### config.mk
export PLATFORM = sky130hd
export DESIGN_NAME = spad_readout_collector
export DESIGN_NICKNAME = d
export VERILOG_FILES = /design/src/rtl/spad_pkg.sv /design/src/rtl/spad_word_fifo.sv /design/src/rtl/spad_readout_collector.sv
export SDC_FILE = /design/constraint.sdc
export NUM_CORES = 1
export LEC_CHECK = 0
export ABC_AREA = 1
export BUFFER_PORTS_ARGS = -buffer_cell sky130_fd_sc_hd__buf_4
export CORE_MARGIN = 1
export CORE_UTILIZATION = 45
export DETAILED_ROUTE_END_ITERATION = 8
export GPL_TIMING_DRIVEN = 0
export RECOVER_POWER = 100
export SLEW_MARGIN = 20
export SYNTH_ARGS = -nofsm -noshare
export SYNTH_HDL_FRONTEND = slang
export SYNTH_SLANG_ARGS = --single-unit
### constraint.sdc
create_clock -name clk -period 8.68 [get_ports clk]
set_input_delay 0.868 -clock clk [delete_from_list [all_inputs] [get_ports clk]]
set_output_delay 0.868 -clock clk [all_outputs]
set_load 0.05 [all_outputs]
### src/rtl/spad_pkg.sv
// Shared definitions for the SPAD readout collector.
// Holds frame geometry, the capture FSM encoding and the sample index packing order.
// Ports: none (package).
package spad_pkg;

  localparam int SPAD_IDX_W             = 10;
  localparam int SPAD_SAMPLES_PER_FRAME = 1024;
  localparam int SPAD_LANES             = 4;
  localparam int SPAD_LANE_W            = 8;
  localparam int SPAD_WORD_W            = SPAD_LANES * SPAD_LANE_W;

  typedef enum logic [1:0] {
    ST_IDLE = 2'd0,
    ST_WAIT = 2'd1,
    ST_HOLD = 2'd2
  } spad_state_e;

  // Raster position of a sample: row group, then column, then half select.
  function automatic logic [SPAD_IDX_W-1:0] spad_idx(input logic [2:0] row,
                                                     input logic [5:0] col,
                                                     input logic       half);
    return {row, col, half};
  endfunction

endpackage

### src/rtl/spad_word_fifo.sv
// Synchronous word FIFO for the collector output (data plus last flag).
// Ports: clk/rst, push/push_dat (write, caller guarantees room or same-cycle pop),
//        pop (caller guarantees not empty), rd_dat straight from storage flops, full/empty.
module spad_word_fifo #(
  parameter int WIDTH = 33,
  parameter int DEPTH = 4
) (
  input  logic             clk,
  input  logic             rst,
  input  logic             push,
  input  logic [WIDTH-1:0] push_dat,
  input  logic             pop,
  output logic [WIDTH-1:0] rd_dat,
  output logic             full,
  output logic             empty
);

  localparam int AW = $clog2(DEPTH);
  localparam logic [AW:0] PTR_ONE = {{AW{1'b0}}, 1'b1};

  logic [WIDTH-1:0] mem_q [DEPTH];
  logic [WIDTH-1:0] mem_d [DEPTH];
  logic [AW:0]      wr_q, wr_d, rd_q, rd_d;

  // Extra pointer bit distinguishes full from empty when the indices match.
  assign empty  = (wr_q == rd_q);
  assign full   = (wr_q[AW] != rd_q[AW]) && (wr_q[AW-1:0] == rd_q[AW-1:0]);
  assign rd_dat = mem_q[rd_q[AW-1:0]];

  always_comb begin
    mem_d = mem_q;
    wr_d  = wr_q;
    rd_d  = rd_q;
    if (push) begin
      mem_d[wr_q[AW-1:0]] = push_dat;
      wr_d                = wr_q + PTR_ONE;
    end
    if (pop) begin
      rd_d = rd_q + PTR_ONE;
    end
  end

  always_ff @(posedge clk or posedge rst) begin
    if (rst) begin
      for (int i = 0; i < DEPTH; i++) mem_q[i] <= '0;
      wr_q <= '0;
      rd_q <= '0;
    end else begin
      mem_q <= mem_d;
      wr_q  <= wr_d;
      rd_q  <= rd_d;
    end
  end

endmodule

### src/rtl/spad_readout_collector.sv
// SPAD readout collector: samples PixelData once per read window, packs 4 samples per
// 32-bit word in raster order and streams words out over AXI4-Stream (TLAST at idx 1023).
// Ports: clk/reset, read manager strobes (ReadEnable/RowSelect/ColSelect/HighLowRows),
//        PixelData, m_axis_* master, sticky overflow, frame_count.
// Optional: define SPAD_COLLECTOR_SEQ_CHECK_EN to add the index sequence checker (seq_err).
module spad_readout_collector
  import spad_pkg::*;
#(
  parameter int PIXEL_WIDTH  = 8,
  parameter int SAMPLE_DELAY = 2,
  parameter int FIFO_DEPTH   = 4
) (
  input  logic                   clk,
  input  logic                   reset,
  input  logic                   ReadEnable,
  input  logic [2:0]             RowSelect,
  input  logic [5:0]             ColSelect,
  input  logic                   HighLowRows,
  input  logic [PIXEL_WIDTH-1:0] PixelData,
  output logic [31:0]            m_axis_tdata,
  output logic                   m_axis_tvalid,
  input  logic                   m_axis_tready,
  output logic                   m_axis_tlast,
  output logic                   overflow,
`ifdef SPAD_COLLECTOR_SEQ_CHECK_EN
  output logic                   seq_err,
`endif
  output logic [15:0]            frame_count
);

  localparam logic [3:0]            SD_W     = 4'(SAMPLE_DELAY);
  localparam logic [SPAD_IDX_W-1:0] LAST_IDX = {SPAD_IDX_W{1'b1}};
  localparam logic [SPAD_IDX_W-1:0] IDX_ONE  = {{(SPAD_IDX_W-1){1'b0}}, 1'b1};

  spad_state_e state_q, state_d;
  logic [3:0]  run_q, run_d;
  logic        cap_vld;

  logic [SPAD_IDX_W-1:0]  cap_idx;
  logic [SPAD_LANE_W-1:0] cap_dat;
  logic [SPAD_WORD_W-1:0] word_q, word_d;
  logic [1:0]             pos_q, pos_d, lane;
  logic                   discard;
  logic                   push, push_ok, pop;
  logic [SPAD_WORD_W:0]   push_dat, rd_dat;
  logic                   fifo_full, fifo_empty;
  logic                   overflow_q, overflow_d;
  logic [15:0]            frame_q, frame_d;
`ifdef SPAD_COLLECTOR_SEQ_CHECK_EN
  logic [SPAD_IDX_W-1:0]  exp_q, exp_d;
  logic                   seq_err_q, seq_err_d;
`endif

  // Capture FSM: one sample per window, on the SAMPLE_DELAY-th high cycle.
  always_comb begin
    state_d = state_q;
    run_d   = run_q;
    cap_vld = 1'b0;
    case (state_q)
      ST_IDLE: begin
        if (ReadEnable) begin
          run_d = 4'd1;
          if (SD_W == 4'd1) begin
            cap_vld = 1'b1;
            state_d = ST_HOLD;
          end else begin
            state_d = ST_WAIT;
          end
        end
      end
      ST_WAIT: begin
        if (!ReadEnable) begin
          state_d = ST_IDLE;
        end else begin
          run_d = run_q + 4'd1;
          if (run_d == SD_W) begin
            cap_vld = 1'b1;
            state_d = ST_HOLD;
          end
        end
      end
      ST_HOLD: begin
        if (!ReadEnable) state_d = ST_IDLE;
      end
      default: state_d = ST_IDLE;
    endcase
  end

  assign cap_idx = spad_idx(RowSelect, ColSelect, HighLowRows);
  assign cap_dat = PixelData[SPAD_LANE_W-1:0];

  // Lane packing, frame-start abort and (optionally) index resync.
  always_comb begin
    word_d   = word_q;
    pos_d    = pos_q;
    lane     = pos_q;
    discard  = 1'b0;
    push     = 1'b0;
    push_dat = '0;
`ifdef SPAD_COLLECTOR_SEQ_CHECK_EN
    exp_d     = exp_q;
    seq_err_d = seq_err_q;
`endif
    if (cap_vld) begin
      // idx 0 always starts a fresh word; anything partial is an upstream abort.
      if (cap_idx == '0) begin
        lane    = 2'd0;
        discard = (pos_q != 2'd0);
      end
`ifdef SPAD_COLLECTOR_SEQ_CHECK_EN
      if (cap_idx != exp_q && cap_idx != '0) begin
        discard   = 1'b1;
        lane      = cap_idx[1:0];
        seq_err_d = 1'b1;
      end
      exp_d = cap_idx + IDX_ONE;
`endif
      if (discard) word_d = '0;
      word_d[{lane, 3'b000} +: SPAD_LANE_W] = cap_dat;
      if (lane == 2'd3) begin
        push     = 1'b1;
        push_dat = {(cap_idx == LAST_IDX), word_d};
        word_d   = '0;
        pos_d    = 2'd0;
      end else begin
        pos_d = lane + 2'd1;
      end
    end
  end

  // A full FIFO still takes the word when the head leaves in the same cycle.
  assign pop     = m_axis_tready && !fifo_empty;
  assign push_ok = push && (!fifo_full || pop);

  always_comb begin
    overflow_d = overflow_q | (push && !push_ok);
    frame_d    = frame_q;
    if (push_ok && push_dat[SPAD_WORD_W]) frame_d = frame_q + 16'd1;
  end

  always_ff @(posedge clk or posedge reset) begin
    if (reset) begin
      state_q    <= ST_IDLE;
      run_q      <= '0;
      word_q     <= '0;
      pos_q      <= '0;
      overflow_q <= 1'b0;
      frame_q    <= '0;
`ifdef SPAD_COLLECTOR_SEQ_CHECK_EN
      exp_q      <= '0;
      seq_err_q  <= 1'b0;
`endif
    end else begin
      state_q    <= state_d;
      run_q      <= run_d;
      word_q     <= word_d;
      pos_q      <= pos_d;
      overflow_q <= overflow_d;
      frame_q    <= frame_d;
`ifdef SPAD_COLLECTOR_SEQ_CHECK_EN
      exp_q      <= exp_d;
      seq_err_q  <= seq_err_d;
`endif
    end
  end

  spad_word_fifo #(
    .WIDTH(SPAD_WORD_W + 1),
    .DEPTH(FIFO_DEPTH)
  ) u_fifo (
    .clk     (clk),
    .rst     (reset),
    .push    (push_ok),
    .push_dat(push_dat),
    .pop     (pop),
    .rd_dat  (rd_dat),
    .full    (fifo_full),
    .empty   (fifo_empty)
  );

  assign m_axis_tdata  = rd_dat[SPAD_WORD_W-1:0];
  assign m_axis_tlast  = rd_dat[SPAD_WORD_W];
  assign m_axis_tvalid = !fifo_empty;
  assign overflow      = overflow_q;
  assign frame_count   = frame_q;
`ifdef SPAD_COLLECTOR_SEQ_CHECK_EN
  assign seq_err       = seq_err_q;
`endif

endmodule
==> Word level (Yosys, flattened, before mapping) <==
Cells that the tools add are included.
{ "word_totals": {"register_bits": 195, "latchBits": 0, "ramBits": 0, "mem_bits_ro": 0, "input_bits": 22, "out_inout_bits": 51, "elab_cells": 84, "mem_count": 0} }
{ "op_classes": {"addsub": 6, "multipliers": 0, "n_div": 0, "magnitude_cmp": 3, "n_eq_ne": 12, "shifts": 2, "mux": 30, "n_bitwise": 3, "n_reduce_logical": 16} }
{ "op_table": {"columns": ["operator", "count"], "rows": [
  ["33-bit two-way mux", 5],
  ["132-bit bitwise mux", 1],
  ["32-bit two-way mux", 3],
  ["33-bit binary-select mux with 2-bit select", 1],
  ["33-bit demux with 2-bit select", 1],
  ["32-bit bitwise mux", 1],
  ["8-bit by 7-bit variable shift with 32-bit output, first input constant", 1],
  ["8-bit by 7-bit variable part select with 32-bit output", 1],
  ["16-bit by 1-bit adder with 16-bit output, second input constant", 1],
  ["2-bit two-way mux", 7],
  ["10-bit == test, second input constant", 1],
  ["10-bit logical NOT", 1],
  ["4-bit two-way mux", 2],
  ["4-bit one-hot mux with 2 select lines", 1],
  ["1-bit two-way mux", 7],
  ["5-bit negator with 7-bit output", 1],
  ["3-bit by 1-bit adder with 3-bit output, second input constant", 2],
  ["3-bit >= comparator, second input constant", 2],
  ["1-bit logical AND", 6],
  ["2-bit != test, second input constant", 3],
  ["2-bit NOT with 3-bit output", 2],
  ["2-bit one-hot mux with 3 select lines", 1],
  ["3-bit AND reduction", 2],
  ["4-bit by 1-bit adder with 4-bit output, second input constant", 1],
  ["14 further kinds", 18]
]} }

==> Longest topological paths before layout <==
{ "logic_depth": {"depth_word": 13, "ltp_mapped": 13} }

==> Cells and area by module <==
Synthesis repeated with hierarchy kept, for this count alone.
{ "hier_totals": {"cells_unflattened": 1334, "hier_area_um2": 10138.5} }
{ "by_module_without_submodules": {"columns": ["mod", "instances", "cells_each", "area_each_um2", "seq_area_each_um2"], "rows": [
  ["spad_word_fifo", 1, 817, 6764.0, 3453.3],
  ["spad_readout_collector", 1, 517, 3374.5, 1226.2]
]} }

==> Worst setup path before layout <==
Ideal clock, no wire load.
{ "synth_timing": {"kind": "input to register", "start": "in ColSelect[3]", "end": "reg u_fifo.mem_q[2] in the netlist's numbering", "setup_time_ps": 83, "arrival_ps": 2784, "t_required_ps": 8597, "setup_slack_ps": 5813, "path_stages": 10, "cell_sequence": "nor2_1 -> nand3_1 -> o21bai_2 -> buf_2 -> ha_1 -> nor3_1 -> nand3_1 -> nand2_1 -> nand2_1 -> o21ai_0"} }
{ "synth_between": {"elab_chain_cells": 9, "elab_cells_between_ends": 18, "cone_classes": "1 x add/sub; 1 x eq/ne; 2 x shift; 12 x mux; 2 x reduce/logical"} }
{ "synth_lines": {"columns": ["element", "line", "rtl"], "rows": [
  ["start: declaration", "spad_readout_collector.sv:17", "input logic [5:0] ColSelect,"],
  ["10-bit logical NOT (*)", "spad_readout_collector.sv:106", "if (cap_idx == '0) begin"],
  ["2-bit two-way mux or 1-bit two-way mux (tied branches)", "spad_readout_collector.sv:106", null],
  ["2-bit two-way mux or 1-bit two-way mux (tied branches)", "spad_readout_collector.sv:104", "if (cap_vld) begin"],
  ["5-bit negator with 7-bit output or 32-bit two-way mux (tied branches)", "spad_readout_collector.sv:119, spad_readout_collector.sv:118", null],
  ["8-bit by 7-bit variable part select with 32-bit output, or another cell as far along", "spad_readout_collector.sv:119", "word_d[{lane, 3'b000} +: SPAD_LANE_W] = cap_dat;"],
  ["32-bit bitwise mux", "spad_readout_collector.sv:119", null],
  ["33-bit two-way mux", "spad_readout_collector.sv:120", "if (lane == 2'd3) begin"],
  ["33-bit two-way mux", "spad_readout_collector.sv:104", null],
  ["132-bit bitwise mux", "spad_word_fifo.sv:35", "mem_d[wr_q[AW-1:0]] = push_dat;"],
  ["end signal: assignment", "spad_word_fifo.sv:49", "mem_q <= mem_d;"],
  ["end: declaration", "spad_word_fifo.sv:21", "logic [WIDTH-1:0] mem_q [DEPTH];"]
]} }
Every way passes the cells marked *; elsewhere a longest branch is shown, timed or not. The select of a mux whose other input is x is not followed.
A chain may end at the register's enable or synchronous reset.

==> parameters.txt <==
Parameter                              Value

Yosys
  Most used standard cell by instance count after synthesis    sky130_fd_sc_hd__nand2_1
  Number of register bits inferred by synthesis    187
  Ranking of synthesized cells by instance count    558 x sky130_fd_sc_hd__nand2_1, 187 x sky130_fd_sc_hd__dfrtp_1, 101 x sky130_fd_sc_hd__nor2_1, 81 x sky130_fd_sc_hd__o21ai_0, 58 x sky130_fd_sc_hd__nand3_1
  Dominant combinational cell family by area after synthesis    simple AND/OR/NAND/NOR gates
  Area share of and/or/nand/nor cells after synthesis    0.326
  Share of flip-flops with an asynchronous set or reset    1.00
  Multiplexer fraction of the synthesized cell area    0
  Synth Area in Adders    0.0178
  Synthesis Warnings    0
  Synth top area cells    sky130_fd_sc_hd__dfrtp_1 51%, sky130_fd_sc_hd__nand2_1 23%, sky130_fd_sc_hd__o21ai_0 4.4%
  Sequential fraction of the synthesis area    0.511
  Count of cell types in the netlist    29
  Dominant cell type by area after synthesis    sky130_fd_sc_hd__dfrtp_1
  Yosys top cell area share    0.511
  Mapped Nets    around 1.2k
  Synthesized instance count    around 1.2k
  Post-synthesis share of cell area spent on xor and xnor gates    0.0210
  Cell area after technology mapping    a little over 9000 µm²
  Compound-cell area share of the yosys netlist    0.0739
  Synth Area per Inst    7.78 µm²
  Most used flip-flop cell after synthesis    sky130_fd_sc_hd__dfrtp_1
  Number of enable flip-flop cells after synthesis    0

Outcome
  Outcome    finished, violations left
  Violations in the final reports    max-capacitance violations, max-slew violations

CTS
  Post-CTS setup-driven buffer insertion count    0
  Bufs on Longest Clock Path    2
  Post-CTS Resized    0
  Clock-pin slew on the worst setup and hold paths    ~0.07 ns
  Number of buffers created by CTS    17
  Source-to-sink clock delay at the later pin of the worst-skew pair    between 0.4 and 0.5 ns
  Clock Sinks    between 150 and 200
  Clock Tree Root    sky130_fd_sc_hd__clkbuf_16
  Clock tree from TritonCTS    built
  Number of buffers inserted for hold repair after clock tree synthesis    0
  H-tree lvl count    4

Power and ir drop
  Total power divided by cell area    between 300 and 400 nW/µm²
  Total internal power    approximately 1.7 mW
  Net switching share of the total power    0.462
  Share of power burned in registers    0.322
  Leakage power summed over all cells    5.40 nW
  Clock group share of total power    0.253
  Switching pwr    1.45 mW
  Fraction of power consumed by combinational cells    0.425
  Largest vdd supply drop    between 0.15 and 0.2 mV

Run
  Max-cap violation count    1

Critical path
  Startpoint type of the worst setup path    primary input
  Worst-case register-to-register setup slack    approximately 5 ns
  Worst setup EP type    async pin
  Crit path DAT    approximately 4.8 ns
  Reg2reg end    u_fifo.mem_q[50]
  Capture point of the worst path    u_fifo.mem_q[9]
  Worst-case reg-to-reg path depth    12
  Classification of the worst setup path    primary input to async pin
  Top fanout value on the critical path    100
  Reg2Reg Launch Point    pos_q[0]
  Start point of the critical path    reset
  Worst Path Required    approximately 8.4 ns

Global route
  Number of global-route vias before repair    7456
  Initial antenna violation count    0
  Wire length of the first global-routing pass    around 41000 µm
  Largest net degree at the start of global routing    101
  All-Layer GR Usage    0.261
  Overflow left after global routing    0

Cells and area
  Number of cells in the finished layout apart from fillers    ~1.5k
  Net count reported at finish    1305
  Antenna diode instance count    0
  Area taken by multi-input logic gates    roughly 4000 µm²
  Fill cells    roughly 2.0k
  Final design utilization    0.521
  Ratio of cells with drive above 1 in the final layout    0.0593
  Register Area    approximately 4700 µm²
  Area growth syn-to-layout    12.2%

STA
  Setup violators final    0
  Post-route clock skew    between 0.01 and 0.015 ns
  Relative slew slack    -1.55
  Final Hold Vio Count    0
  Max Fclk    just under 200 MHz
  Slew Viols, Final    71
  Time the final worst path needs with I/O delays and setup    slightly above 5 ns
  Post-route setup slack    between 3 and 4 ns
  Post-route fraction of the period consumed by the critical path    0.587
  Setup repair after global routing missed its margin    false
  Sum of negative setup slack    0 ns
  Actual transition at the worst max-transition pin    roughly 3.8 ns

Place
  Placed Instances    around 1.5k
  Count of input and output buffers    roughly 70
  Final weighted congestion of routability-driven global placement    about 0.86
  Worst setup slack before clock tree synthesis    between 5 and 6 ns
  HPWL Detailed    about 18000 µm

Routing
  Post-detailed-route DRC marker count    0
  Wire length reported by the detailed router    between 20000 and 30000 µm
  Post-DR vias/cell    about 5
  Routed WL per cell    about 17 µm
  Pre-antenna DRT Iters    4
  Count of routing violations after the opening detailed-route iteration    roughly 600
  Antenna viol nets, final    0
  Via count    7911

Floorplan
  Core region area    slightly below 20000 µm²
  Die Outline Area    between 20000 and 25000 µm²
  Number of placement rows    51
  Initial standard-cell utilization of the core    0.464
  Horizontal extent of the die    roughly 140 µm
  Count of boundary I/O pins    73
  Die Span Y    between 100 and 150 µm

Hold path
  Min-delay worst type    register to register
-- worst min-delay path by stage --
stage                startpoint               end  slack, ns  depth (start not counted)
2_1_floorplan  u_fifo.mem_q[60]  u_fifo.mem_q[60]       0.44                          2
3_3_place_gp   u_fifo.mem_q[95]  u_fifo.mem_q[95]       0.46                          2
3_5_place_dp   u_fifo.mem_q[69]  u_fifo.mem_q[69]       0.46                          2
4_1_cts                   reset  u_fifo.mem_q[27]       0.34                          2
5_1_grt        u_fifo.mem_q[95]  u_fifo.mem_q[95]       0.49                          2
6_report       u_fifo.mem_q[66]  u_fifo.mem_q[66]       0.47                          2
-- layout make-up --
cell class                 instances  area share
clock inverter                    10      0.0111
tap                              265      0.0323
clock buffer                      21      0.0458
sequential                       187       0.456
inverter                          37      0.0136
timing repair buffer              74      0.0363
multi-input combinational        896       0.382
buffer                            57      0.0238
-- sequential cells by signal, summed over array words and instances (netlist names) --
name          cells
u_fifo.wr_q       3
u_fifo.rd_q       3
word_q           24
overflow          1
pos_q             2
u_fifo.mem_q    132
frame_count      16
run_q             4
state_q           2
-- metrics by stage --
| step | hold WS (ns) | instance area (µm²) | power (mW) |
|---|---|---|---|
| floorplan | 0.444 | 9150 | 2.04 |
| global placement | 0.456 | 10000 | 2.48 |
| detailed placement | 0.460 | 10100 | 2.49 |
| CTS | 0.336 | 10700 | 3.29 |
| global route | 0.492 | 10300 | 3.31 |
| finish | 0.472 | 10300 | 3.14 |
-- cells by family after synthesis --
group	count (synthesis)
AOI/OAI and AO/OA	124
xor gates and xnor gates	22
adders and majority gates	13
buffers and inverters	94
DFF	187
and+or+nand+nor	737
-- worst max-delay path, cell delays in order --
cell	delay [ns]
sky130_fd_sc_hd__clkbuf_4	0.11
sky130_fd_sc_hd__clkinvlp_2	0.57
sky130_fd_sc_hd__buf_16	0.42
sky130_fd_sc_hd__clkbuf_1	2.72
-- power by group through the flow --
stage	Combinational, mW	Sequential [mW]	Clock, mW
final	1.34	1.01	0.794
after detailed placement	1.47	1.03	0
after floorplan	1.02	1.02	0
after global routing	1.45	1.02	0.838
after CTS	1.47	1.01	0.808
after global placement	1.45	1.03	0
-- per-layer routing --
metal	GRT usage	up-vias	routed length, µm
met5	0	-	0
met2	0.417	161	12000
met3	0.0401	27	918
met1	0.366	3815	12500
met4	0.0731	0	415
li1	-	3908	-
-- layout by cell type (no fill, tap or decap), types with 13 or more instances in the layout --
cell	Yosys	routed
sky130_fd_sc_hd__clkbuf_1	22	94
sky130_fd_sc_hd__buf_4	3	20
sky130_fd_sc_hd__inv_1	27	31
sky130_fd_sc_hd__nand2_1	558	559
sky130_fd_sc_hd__clkbuf_16	0	17
sky130_fd_sc_hd__ha_1	13	13
sky130_fd_sc_hd__dfrtp_1	187	187
sky130_fd_sc_hd__buf_2	23	15
sky130_fd_sc_hd__o22ai_1	35	35
sky130_fd_sc_hd__nor2_1	101	105
sky130_fd_sc_hd__o21ai_0	81	82
sky130_fd_sc_hd__nand3_1	58	62
(Power assumes the default switching activity.)
